<file path="src/rtl/burst_sweep_if.sv">
// -----------------------------------------------------------------------------
// burst_sweep_if
//   Groups the signals between burst_sweep_ctrl and its surroundings: the
//   start/message handshake, the encoder and decoder taps, and the sweep
//   statistics.
//
//   Parameters: N (codeword bits), K (message bits), B (max burst length)
//
//   Signals (direction seen from the controller, i.e. the slave modport):
//     start          in   one-cycle sweep request
//     msg_in         in   message captured on an accepted start
//     msg_out        out  latched message, feeds the encoder
//     cw_in          in   encoder codeword
//     cw_err_out     out  corrupted codeword, feeds the decoder
//     dec_in         in   decoder output message
//     busy           out  sweep in progress
//     done           out  one-cycle end-of-sweep pulse
//     fail_cnt       out  failing vector count (saturating)
//     fail_any       out  sticky failure flag
//     first_fail_pos out  burst position of first failure
//     first_fail_pat out  burst pattern of first failure
//     vec_cnt        out  vectors completed
//
//   Modports: master (environment side), slave (controller side)
// -----------------------------------------------------------------------------
interface burst_sweep_if #(
  parameter int N = 29,
  parameter int K = 16,
  parameter int B = 6
);
  logic         start;
  logic [K-1:0] msg_in;
  logic [K-1:0] msg_out;
  logic [N-1:0] cw_in;
  logic [N-1:0] cw_err_out;
  logic [K-1:0] dec_in;
  logic         busy;
  logic         done;
  logic [15:0]  fail_cnt;
  logic         fail_any;
  logic [4:0]   first_fail_pos;
  logic [B-1:0] first_fail_pat;
  logic [15:0]  vec_cnt;

  modport master (
    output start, msg_in, cw_in, dec_in,
    input  msg_out, cw_err_out, busy, done, fail_cnt, fail_any,
           first_fail_pos, first_fail_pat, vec_cnt
  );

  modport slave (
    input  start, msg_in, cw_in, dec_in,
    output msg_out, cw_err_out, busy, done, fail_cnt, fail_any,
           first_fail_pos, first_fail_pat, vec_cnt
  );
endinterface

</file>
<file path="src/rtl/burst_sweep_ctrl.sv">
// -----------------------------------------------------------------------------
// burst_sweep_ctrl
//   On-chip sequencer that exhaustively exercises a burst-error-correcting
//   encoder/decoder pair. It holds one message, walks every burst start
//   position (outer loop) and every B-bit pattern (inner loop), XORs each
//   pattern onto the encoder codeword before it reaches the decoder, and
//   counts decoded messages that differ from the original.
//
//   Ports:
//     clk  clock
//     rst  asynchronous reset, active-high
//     bus  burst_sweep_if.slave (start/msg_in/cw_in/dec_in in; msg_out,
//          cw_err_out, busy, done and statistics out)
//
//   Parameters: N, K, B, SETTLE (wait cycles between applying a vector and
//   sampling the decoder output).
//
//   Build option: BURST_SWEEP_STOP_ON_FAIL_EN -- when defined, the first
//   mismatch ends the sweep and the failing corrupted codeword is held on
//   cw_err_out until the next start.
// -----------------------------------------------------------------------------
module burst_sweep_ctrl #(
  parameter int N      = 29,
  parameter int K      = 16,
  parameter int B      = 6,
  parameter int SETTLE = 1
) (
  input  logic        clk,
  input  logic        rst,
  burst_sweep_if.slave bus
);

  typedef enum logic [2:0] {
    S_IDLE,
    S_APPLY,
    S_SETTLE,
    S_CHECK,
    S_DONE
  } state_t;

  localparam int           WW       = (SETTLE < 1) ? 1 : $clog2(SETTLE + 1);
  localparam logic [4:0]   POS_LAST = 5'(N - B);
  localparam logic [B-1:0] PAT_LAST = '1;

`ifdef BURST_SWEEP_STOP_ON_FAIL_EN
  localparam bit STOP_ON_FAIL = 1'b1;
`else
  localparam bit STOP_ON_FAIL = 1'b0;
`endif

  state_t          state;
  logic [4:0]      pos;
  logic [B-1:0]    pat;
  logic [WW-1:0]   wait_cnt;
  logic            mismatch;
  logic            last_vec;

  // Pattern bit i lands on codeword bit pos+i; pos never exceeds N-B so the
  // shifted pattern always stays inside the codeword.
  function automatic logic [N-1:0] build_mask(input logic [4:0] p,
                                              input logic [B-1:0] t);
    logic [N-1:0] m;
    m = {{(N-B){1'b0}}, t};
    return m << p;
  endfunction

  function automatic logic [15:0] sat_inc(input logic [15:0] v);
    return (v == 16'hFFFF) ? v : v + 16'd1;
  endfunction

  assign mismatch = (bus.dec_in != bus.msg_out);
  assign last_vec = (pat == PAT_LAST) && (pos == POS_LAST);

  always_ff @(posedge clk or posedge rst) begin
    if (rst) begin
      state              <= S_IDLE;
      pos                <= '0;
      pat                <= '0;
      wait_cnt           <= '0;
      bus.msg_out        <= '0;
      bus.cw_err_out     <= '0;
      bus.busy           <= 1'b0;
      bus.done           <= 1'b0;
      bus.fail_cnt       <= '0;
      bus.fail_any       <= 1'b0;
      bus.first_fail_pos <= '0;
      bus.first_fail_pat <= '0;
      bus.vec_cnt        <= '0;
    end else begin
      bus.done <= 1'b0;
      unique case (state)
        S_IDLE: begin
          if (bus.start) begin
            bus.msg_out        <= bus.msg_in;
            bus.fail_cnt       <= '0;
            bus.fail_any       <= 1'b0;
            bus.first_fail_pos <= '0;
            bus.first_fail_pat <= '0;
            bus.vec_cnt        <= '0;
            pos                <= '0;
            pat                <= '0;
            bus.busy           <= 1'b1;
            state              <= S_APPLY;
          end
        end

        // Apply: present the corrupted codeword to the decoder
        S_APPLY: begin
          bus.cw_err_out <= bus.cw_in ^ build_mask(pos, pat);
          wait_cnt       <= WW'(SETTLE);
          state          <= (SETTLE > 0) ? S_SETTLE : S_CHECK;
        end

        // Settle: give the decoder time before its output is sampled
        S_SETTLE: begin
          wait_cnt <= wait_cnt - WW'(1);
          if (wait_cnt <= WW'(1)) state <= S_CHECK;
        end

        // Check: score the decoded message and step to the next vector
        S_CHECK: begin
          bus.vec_cnt <= bus.vec_cnt + 16'd1;
          if (mismatch) begin
            bus.fail_cnt <= sat_inc(bus.fail_cnt);
            bus.fail_any <= 1'b1;
            if (!bus.fail_any) begin
              bus.first_fail_pos <= pos;
              bus.first_fail_pat <= pat;
            end
          end
          if (STOP_ON_FAIL && mismatch) begin
            // Hold the failing corrupted codeword for probing.
            bus.busy <= 1'b0;
            bus.done <= 1'b1;
            state    <= S_DONE;
          end else if (last_vec) begin
            bus.cw_err_out <= bus.cw_in;
            bus.busy       <= 1'b0;
            bus.done       <= 1'b1;
            state          <= S_DONE;
          end else begin
            if (pat == PAT_LAST) begin
              pat <= '0;
              pos <= pos + 5'd1;
            end else begin
              pat <= pat + B'(1);
            end
            state <= S_APPLY;
          end
        end

        S_DONE: begin
          state <= S_IDLE;
        end

        default: state <= S_IDLE;
      endcase
    end
  end

endmodule
</file>
<file path="src/flat_wrapper.sv">
// flat-port wrapper written by rule: the top's interface ports become plain ports
module burst_sweep_ctrl_flat 
#(
  parameter int N      = 29,
  parameter int K      = 16,
  parameter int B      = 6,
  parameter int SETTLE = 1
)
  (clk, rst, bus_start, bus_msg_in, bus_cw_in, bus_dec_in, bus_msg_out, bus_cw_err_out, bus_busy, bus_done, bus_fail_cnt, bus_fail_any, bus_first_fail_pos, bus_first_fail_pat, bus_vec_cnt);
  burst_sweep_if #(.N(N), .K(K), .B(B)) bus_i ();
  input  logic clk;
  input  logic rst;
  input wire logic [$bits(bus_i.start)-1:0] bus_start;
  input wire logic [$bits(bus_i.msg_in)-1:0] bus_msg_in;
  input wire logic [$bits(bus_i.cw_in)-1:0] bus_cw_in;
  input wire logic [$bits(bus_i.dec_in)-1:0] bus_dec_in;
  output wire logic [$bits(bus_i.msg_out)-1:0] bus_msg_out;
  output wire logic [$bits(bus_i.cw_err_out)-1:0] bus_cw_err_out;
  output wire logic [$bits(bus_i.busy)-1:0] bus_busy;
  output wire logic [$bits(bus_i.done)-1:0] bus_done;
  output wire logic [$bits(bus_i.fail_cnt)-1:0] bus_fail_cnt;
  output wire logic [$bits(bus_i.fail_any)-1:0] bus_fail_any;
  output wire logic [$bits(bus_i.first_fail_pos)-1:0] bus_first_fail_pos;
  output wire logic [$bits(bus_i.first_fail_pat)-1:0] bus_first_fail_pat;
  output wire logic [$bits(bus_i.vec_cnt)-1:0] bus_vec_cnt;
  assign bus_i.start = bus_start;
  assign bus_i.msg_in = bus_msg_in;
  assign bus_i.cw_in = bus_cw_in;
  assign bus_i.dec_in = bus_dec_in;
  assign bus_msg_out = bus_i.msg_out;
  assign bus_cw_err_out = bus_i.cw_err_out;
  assign bus_busy = bus_i.busy;
  assign bus_done = bus_i.done;
  assign bus_fail_cnt = bus_i.fail_cnt;
  assign bus_fail_any = bus_i.fail_any;
  assign bus_first_fail_pos = bus_i.first_fail_pos;
  assign bus_first_fail_pat = bus_i.first_fail_pat;
  assign bus_vec_cnt = bus_i.vec_cnt;
  burst_sweep_ctrl #(.N(N), .K(K), .B(B), .SETTLE(SETTLE)) u_core (.clk(clk), .rst(rst), .bus(bus_i));
endmodule
</file>
<file path="config.mk">
export PLATFORM = sky130hd
export DESIGN_NAME = burst_sweep_ctrl_flat
export DESIGN_NICKNAME = d
export VERILOG_FILES = /design/src/rtl/burst_sweep_if.sv /design/src/rtl/burst_sweep_ctrl.sv /design/src/flat_wrapper.sv
export SDC_FILE = /design/constraint.sdc
export NUM_CORES = 1
export LEC_CHECK = 0
export CORE_UTILIZATION = 49
export DETAILED_ROUTE_END_ITERATION = 16
export HOLD_SLACK_MARGIN = 0.1
export MAX_ROUTING_LAYER = met4
export PLACE_DENSITY = 0.84
export SETUP_SLACK_MARGIN = 0.02
export SLEW_MARGIN = 20
export SYNTH_ARGS = -nofsm -noshare
export SYNTH_HDL_FRONTEND = slang
export SYNTH_SLANG_ARGS = --single-unit
</file>
<file path="constraint.sdc">
create_clock -name clk -period 4.2 [get_ports clk]
set_input_delay 0.63 -clock clk [delete_from_list [all_inputs] [get_ports clk]]
set_output_delay 0.63 -clock clk [all_outputs]
set_load 0.03 [all_outputs]
</file>
==> results of run 1 <==
[flip-flops by register name, indices dropped and copies added, names as in the netlist]
name                       cells
u_core.bus.cw_err_out         29
u_core.bus.fail_cnt           16
u_core.bus.msg_out            16
u_core.bus.vec_cnt            16
u_core.bus.first_fail_pat      6
u_core.pat                     6
u_core.bus.first_fail_pos      5
u_core.pos                     5
u_core.state                   3
u_core.bus.busy                1
u_core.bus.done                1
u_core.bus.fail_any            1
[cell usage in the layout (no fill, tap or decap), drive strengths merged, types with 5 or more instances in the layout]
master | synthesis | routed
o21ai | 58 | 58
xor2 | 12 | 12
o31ai | 7 | 7
nor2 | 44 | 44
nand3 | 19 | 19
and3 | 6 | 6
nor4 | 7 | 7
nand2b | 6 | 6
o41ai | 5 | 5
buf | 8 | 6
nand2 | 143 | 143
xnor2 | 38 | 38
a21oi | 14 | 14
or4 | 6 | 6
nor2b | 8 | 8
a22oi | 5 | 5
mux2i | 30 | 30
nor3 | 6 | 6
nand4 | 12 | 12
clkbuf | 32 | 11
clkdlybuf4s50 | 0 | 154
dfrtp | 105 | 105
[through the flow]
stage | instance area (um2) | hold slack (ns) | setup WS, ns | power, mW
2_1_floorplan | 5590 | 0.570 | 0.809 | 1.18
3_3_place_gp | 7190 | 0.461 | 1.29 | 1.31
3_5_place_dp | 7190 | 0.470 | 1.16 | 1.31
4_1_cts | 7500 | 0.485 | 1.24 | 2.18
5_1_grt | 7500 | 0.509 | 1.02 | 2.25
6_report | 7500 | 0.479 | 1.20 | 2.17
[logic make-up (layout without fill, tap and decap cells)]
logic type / after synthesis / count (layout) / share of synthesized area, %
XOR/XNOR: 50 / 50 / 7.83
AND/OR/NAND/NOR: 277 / 277 / 22.8
adder cells (fa/ha/maj): 4 / 4 / 0.895
buffers and inverters: 42 / 178 / 3.24
flip-flops: 105 / 105 / 47.0
AO/OA/AOI/OAI: 110 / 110 / 12.1
multiplexers: 33 / 33 / 6.17
[per-layer routing]
metal  global-route usage [%]  routed length (um)  up-vias
met5                        -                   0        -
met3                     5.14                1150       18
met1                     33.8                6400     2386
li1                         -                   -     2411
met4                     7.63                 191        0
met2                     42.4                6870      211
[power groups by stage]
| stage | Combinational, mW | Clock, mW | Sequential, mW |
|---|---|---|---|
| 6_report | 0.235 | 0.880 | 1.05 |
| 5_1_grt | 0.253 | 0.938 | 1.06 |
| 4_1_cts | 0.238 | 0.890 | 1.05 |
| 3_5_place_dp | 0.237 | 0 | 1.07 |
| 3_3_place_gp | 0.233 | 0 | 1.07 |
| 2_1_floorplan | 0.0563 | 0 | 1.12 |
[worst max-delay path, delay by kind of cell (launching register included)]
kind | cells | cell delay [ns]
and+or+nand+nor | 4 | 1.90
muxes | 1 | 0.27
buffers and inverters | 1 | 0.24
DFF | 1 | 0.49
[final cells by class]
type | count | area [um2]
Fill cell | 849 | 3480
Clock inverter | 5 | 61.3
Tap cell | 140 | 175
Sequential cell | 105 | 2630
Clock buffer | 11 | 253
Inverter | 2 | 10.0
Multi-Input combinational cell | 474 | 2790
Timing Repair Buffer | 160 | 1590
[worst min path at each step]
stage / start / end / slack (ns) / cells after the start
2_1_floorplan: u_core.state[2]$_DFFE_PP0P_ / u_core.state[0]$_DFFE_PP0P_ / 0.57 / 2
3_3_place_gp: u_core.bus.cw_err_out[10]$_DFFE_PP0P_ / u_core.bus.cw_err_out[10]$_DFFE_PP0P_ / 0.46 / 2
3_5_place_dp: u_core.bus.cw_err_out[23]$_DFFE_PP0P_ / u_core.bus.cw_err_out[23]$_DFFE_PP0P_ / 0.47 / 2
4_1_cts: u_core.bus.cw_err_out[27]$_DFFE_PP0P_ / u_core.bus.cw_err_out[27]$_DFFE_PP0P_ / 0.48 / 2
5_1_grt: u_core.bus.cw_err_out[8]$_DFFE_PP0P_ / u_core.bus.cw_err_out[8]$_DFFE_PP0P_ / 0.51 / 2
6_report: u_core.bus.cw_err_out[27]$_DFFE_PP0P_ / u_core.bus.cw_err_out[27]$_DFFE_PP0P_ / 0.48 / 2
==> results.md, run 1 <==
* Crit Path Category: flop to flop
* Worst setup SP type: flop
* CTS Buffer Depth at 2
* Critical-path cell list: nand3b_1 > nor4_1 > and4_1 > buf_4 > or3_1 > mux2i_1
* First-pass GRT wire length at 23600 um
* RSZ-0062 raised after global routing: no
* Initial antenna violation count at 0
* Critical Path Max Stage Delay at 0.62 ns
* F_max at 0.333 GHz
* Critical Path RT at 4.45 ns
* Final period utilization at 71.5%
* Port bufs at 154
* Die width at 109 um
* Placed Cells at 881
* Worst-Skew Late Latency at 0.34 ns
* # diodes at 0
* Peak VDD IR at 0.175 mV
* Max-slew headroom at 32.8%
* Layout cells sized above 1 at 4.23%
* Gate power share at 10.8%
* Syn Inst Count at 621
* R2R depth at 6
* P&R area growth vs syn at 34.1%
* Die area at 11800 um2
* Max Cap Viol at 0
* Final nets at 820
* CTS Hold Bufs at 0
* Initial Utilization at 50.9%
* Flop pwr share at 48.6%
* Crit path DAT at 3.26 ns
* Post-CTS setup buffer count at 0
* HP Class: flop to flop
* Post-synth top area share at 47.0%
* Die Y at 109 um
* Sequential area share after synthesis at 47.0%
* RePlAce Congestion at 0.837
* Post-synth cell types at 52
* Via count at 5026
* Yosys reg bits at 105
* Wire per inst at 16.3 um
* CTS resizes at 0
* Most common cell in the netlist: nand2_1
* Boundary Pins at 155
* Via-to-Cell Ratio at 5.60
* Power share of the clock group at 40.6%
* Initial DRC Count at 358
* Finish-stage setup viols at 0
* DR pass1 iterations at 5
* Synth top cells by count: nand2_1, dfrtp_1, o21ai_0, nor2_1, xnor2_1
* CTS sink cnt at 105
* Worst reg2reg endpoint: u_core.bus.first_fail_pos[0]$_DFFE_PP0P_
* Final ANT Viol Nets at 0
* Status: complete, no violations
* Number of H-tree levels at 3
* Syn Area/Cell at 9.01 um2
* DRC Markers at 0
* Row count at 38
* Tmin final at 3.00 ns
* Fin util at 68.3%
* Clock slew at the register clock pins of the worst setup and hold paths at 0.07 ns
* CTS tree: done
* Vias in the first global route at 4921
* Final WL at 14600 um
* CTS Buf Count at 9
* Crit path to: u_core.bus.first_fail_pos[0]$_DFFE_PP0P_
* CP Capture Type: flop
* GR Overflow Total at 0
* Synth area leader: dfrtp_1
* Least-Margin Pin Slew at 1.00 ns
* Internal Power at 1.65 mW
* Total Routing Usage GR at 26.3%
* Sw frac at 23.8%
* Root Buffer: clkbuf_16
* Lkg Pwr at 3.20 nW
* Crit-path slowest cell: nand3b_1
* Placeable Area at 11000 um2
* Async S/R FF share, synth at 100%
* Largest net degree at the start of global routing at 59
* Top cells by area, synth: dfrtp_1, nand2_1, xnor2_1, mux2i_1, o21ai_0
* Yosys warns at 0
* Mapped Nets at 689
* Final Skew at 0.00920 ns
* Dpl hpwl at 10500 um
* Final TNS setup at 0 ns
* Fin. max-slew vios at 0
* Ys flop type: dfrtp_1
* Crit Path Max Fanout at 24
* Psw at 515 uW
* Mapped cell area at 5590 um2
* FF-to-FF Start: u_core.state[2]$_DFFE_PP0P_
* Number of synthesized flops with an enable pin at 0
* Register-to-register setup slack at 1.20 ns
* Non-Filler Instances at 897
* Final hold vios at 0
* Power Density at 289 nW/um2
* Critical Path Start: u_core.state[2]$_DFFE_PP0P_
No activity file was read; power rests on OpenSTA's default activity.
==> run 2, diff against run 1 <==
Clock period 4.2 ns to 3 ns, I/O delays scaled along.
==> run 2 against run 1 <==
Effect of this change:
- first-iteration DRC count is 9.5% lower
- register-to-register slack worse by 0.78 ns
- routed wire length rose by 2.6%
- clock power increased by 33%
- sequential share of layout area down 0.14 points
- critical path type unchanged
- design area rose by 0.40%
- hold slack improved by 0.0047 ns
- highest routed layer unchanged
==> results.md, run 2 (same netlist as run 1, synthesis figures left out) <==
* Status: complete, no violations
* Post-CTS setup buffer count at 0
* Fin. max-slew vios at 0
* Worst hold endpoint: u_core.bus.cw_err_out[18]$_DFFE_PP0P_
* Sw frac at 23.6%
* P&R area growth vs syn at 34.6%
* # diodes at 0
* Final ANT Viol Nets at 0
* Vias in the first global route at 5158
* Row count at 38
* Final TNS setup at 0 ns
* DRC Markers at 0
* Crit Path Category: flop to flop
* Critical Path RT at 3.27 ns
* Peak VDD IR at 0.291 mV
* Final period utilization at 86.1%
* Tmin final at 2.58 ns
* Crit Path Max Fanout at 16
* Power share of the clock group at 39.2%
* FF-to-FF Start: u_core.state[2]$_DFFE_PP0P_
* Power Density at 395 nW/um2
* CTS Hold Bufs at 0
* Most common cell after layout, fill and taps aside: clkdlybuf4s50_1
* Clock slew at the register clock pins of the worst setup and hold paths at 0.07 ns
* Root Buffer: clkbuf_16
* Sum of buffers and inverters on the critical path at 0
* R2R depth at 5
* Final Skew at 0.00541 ns
* Die Y at 109 um
* Total power at 2.98 mW
* Critical-path cell list: and3b_1 > nand3_1 > o21ai_1 > o31ai_1 > a21oi_1
* Worst reg2reg endpoint: u_core.bus.fail_cnt[10]$_DFFE_PP0P_
* Largest reg by FF count: u_core.bus.cw_err_out
* Critical Path Max Stage Delay at 0.80 ns
* Boundary Pins at 155
* Worst-Skew Late Latency at 0.34 ns
* Final WL at 15000 um
* Crit path DAT at 2.85 ns
* RSZ-0062 raised after global routing: no
* CP delay by family, top: compound AO/OA/AOI/OAI gates
* CTS sink cnt at 105
* Total Routing Usage GR at 27.3%
* Wire per inst at 16.7 um
* Least-Margin Pin Slew at 0.947 ns
* Max-slew headroom at 36.4%
* Pre-CTS setup slack at 0.174 ns
* RePlAce Congestion at 0.861
* Most frequent cells in the layout: clkdlybuf4s50_1, nand2_1, dfrtp_1
* Stages on worst setup path at 5
* HP Class: flop to flop
* CP Capture Type: flop
* CTS tree: done
* First-pass GRT wire length at 24600 um
* Internal Power at 2.28 mW
* Crit-path slowest cell: o21ai_1
* Gate power share at 11.2%
* CTS resizes at 0
* Largest register FFs at 29
* Placeable Area at 11000 um2
* Psw at 702 uW
* Number of H-tree levels at 3
* Initial Utilization at 50.9%
* Post-route worst setup slack at 0.418 ns
* Initial antenna violation count at 0
* Max Cap Viol at 0
* CTS Buf Count at 9
* Via count at 5097
* Layout fillers at 864
* Hold Crit Depth at 2
* GR Overflow Total at 0
* Die width at 109 um
* Finish-stage setup viols at 0
* DR pass1 iterations at 4
* Dpl hpwl at 10800 um
* Flop pwr share at 49.6%
* Die area at 11800 um2
* CTS Buffer Depth at 2
* Lkg Pwr at 3.20 nW
* Fin util at 68.6%
* Largest net degree at the start of global routing at 59
* F_max at 0.387 GHz
* Initial DRC Count at 324
* Layout cells sized above 1 at 4.34%
* Final nets at 823
* Via-to-Cell Ratio at 5.66
* Worst setup SP type: flop
* Final hold vios at 0
* Hold_sp: u_core.bus.cw_err_out[18]$_DFFE_PP0P_
* Port bufs at 154
* Register-to-register setup slack at 0.42 ns
## run 2: how the worst max path moves through the flow
stage	slack, ns	start	end
2_1_floorplan	0.77	u_core.bus.fail_cnt[0]$_DFFE_PP0P_	u_core.bus.fail_cnt[15]$_DFFE_PP0P_
3_3_place_gp	0.27	bus_start	u_core.bus.fail_cnt[3]$_DFFE_PP0P_
3_5_place_dp	0.17	bus_start	u_core.bus.fail_cnt[10]$_DFFE_PP0P_
4_1_cts	0.50	u_core.state[2]$_DFFE_PP0P_	u_core.bus.fail_cnt[10]$_DFFE_PP0P_
5_1_grt	0.24	u_core.state[2]$_DFFE_PP0P_	u_core.bus.fail_cnt[10]$_DFFE_PP0P_
6_report	0.42	u_core.state[2]$_DFFE_PP0P_	u_core.bus.fail_cnt[10]$_DFFE_PP0P_
## run 2: layout make-up
type / instances / area (um2) / area share (%)
multi-input cells: 474 / 2790 / 37.0
inverters: 2 / 11.3 / 0.150
clock buffers: 15 / 288 / 3.82
flip-flops and latches: 105 / 2630 / 34.9
clock inverters: 1 / 7.51 / 0.0997
repair buffers: 163 / 1630 / 21.7
well taps: 140 / 175 / 2.33
## run 2: power by group through the flow
stage	clock network, mW	registers [mW]	logic, mW
final	1.17	1.48	0.333
after global routing	1.24	1.48	0.360
after CTS	1.18	1.48	0.338
after detailed placement	0	1.50	0.336
after global placement	0	1.50	0.329
after floorplan	0	1.57	0.0792
## run 2: worst register-to-register path: stages, from the launching register on
cell and delay (ns):
dfrtp_1 0.49, and3b_1 0.60, nand3_1 0.22, o21ai_1 0.80
o31ai_1 0.22, a21oi_1 0.18
## run 2: routing by layer
metal,up-vias,GRT usage [%],part of all wire [%]
met5,-,-,0
met4,0,7.63,1.4
met3,21,5.98,7.5
met2,205,45.6,48
met1,2455,33.4,43
li1,2416,-,-
## run 2: per-stage QoR
step                area [um2]  std cells  hold WS (ns)
detailed placement        7240        884         0.472
floorplan                 5600        621         0.555
CTS                       7530        900         0.488
finish                    7530        900         0.484
global route              7530        900         0.503
global placement          7240        884         0.461
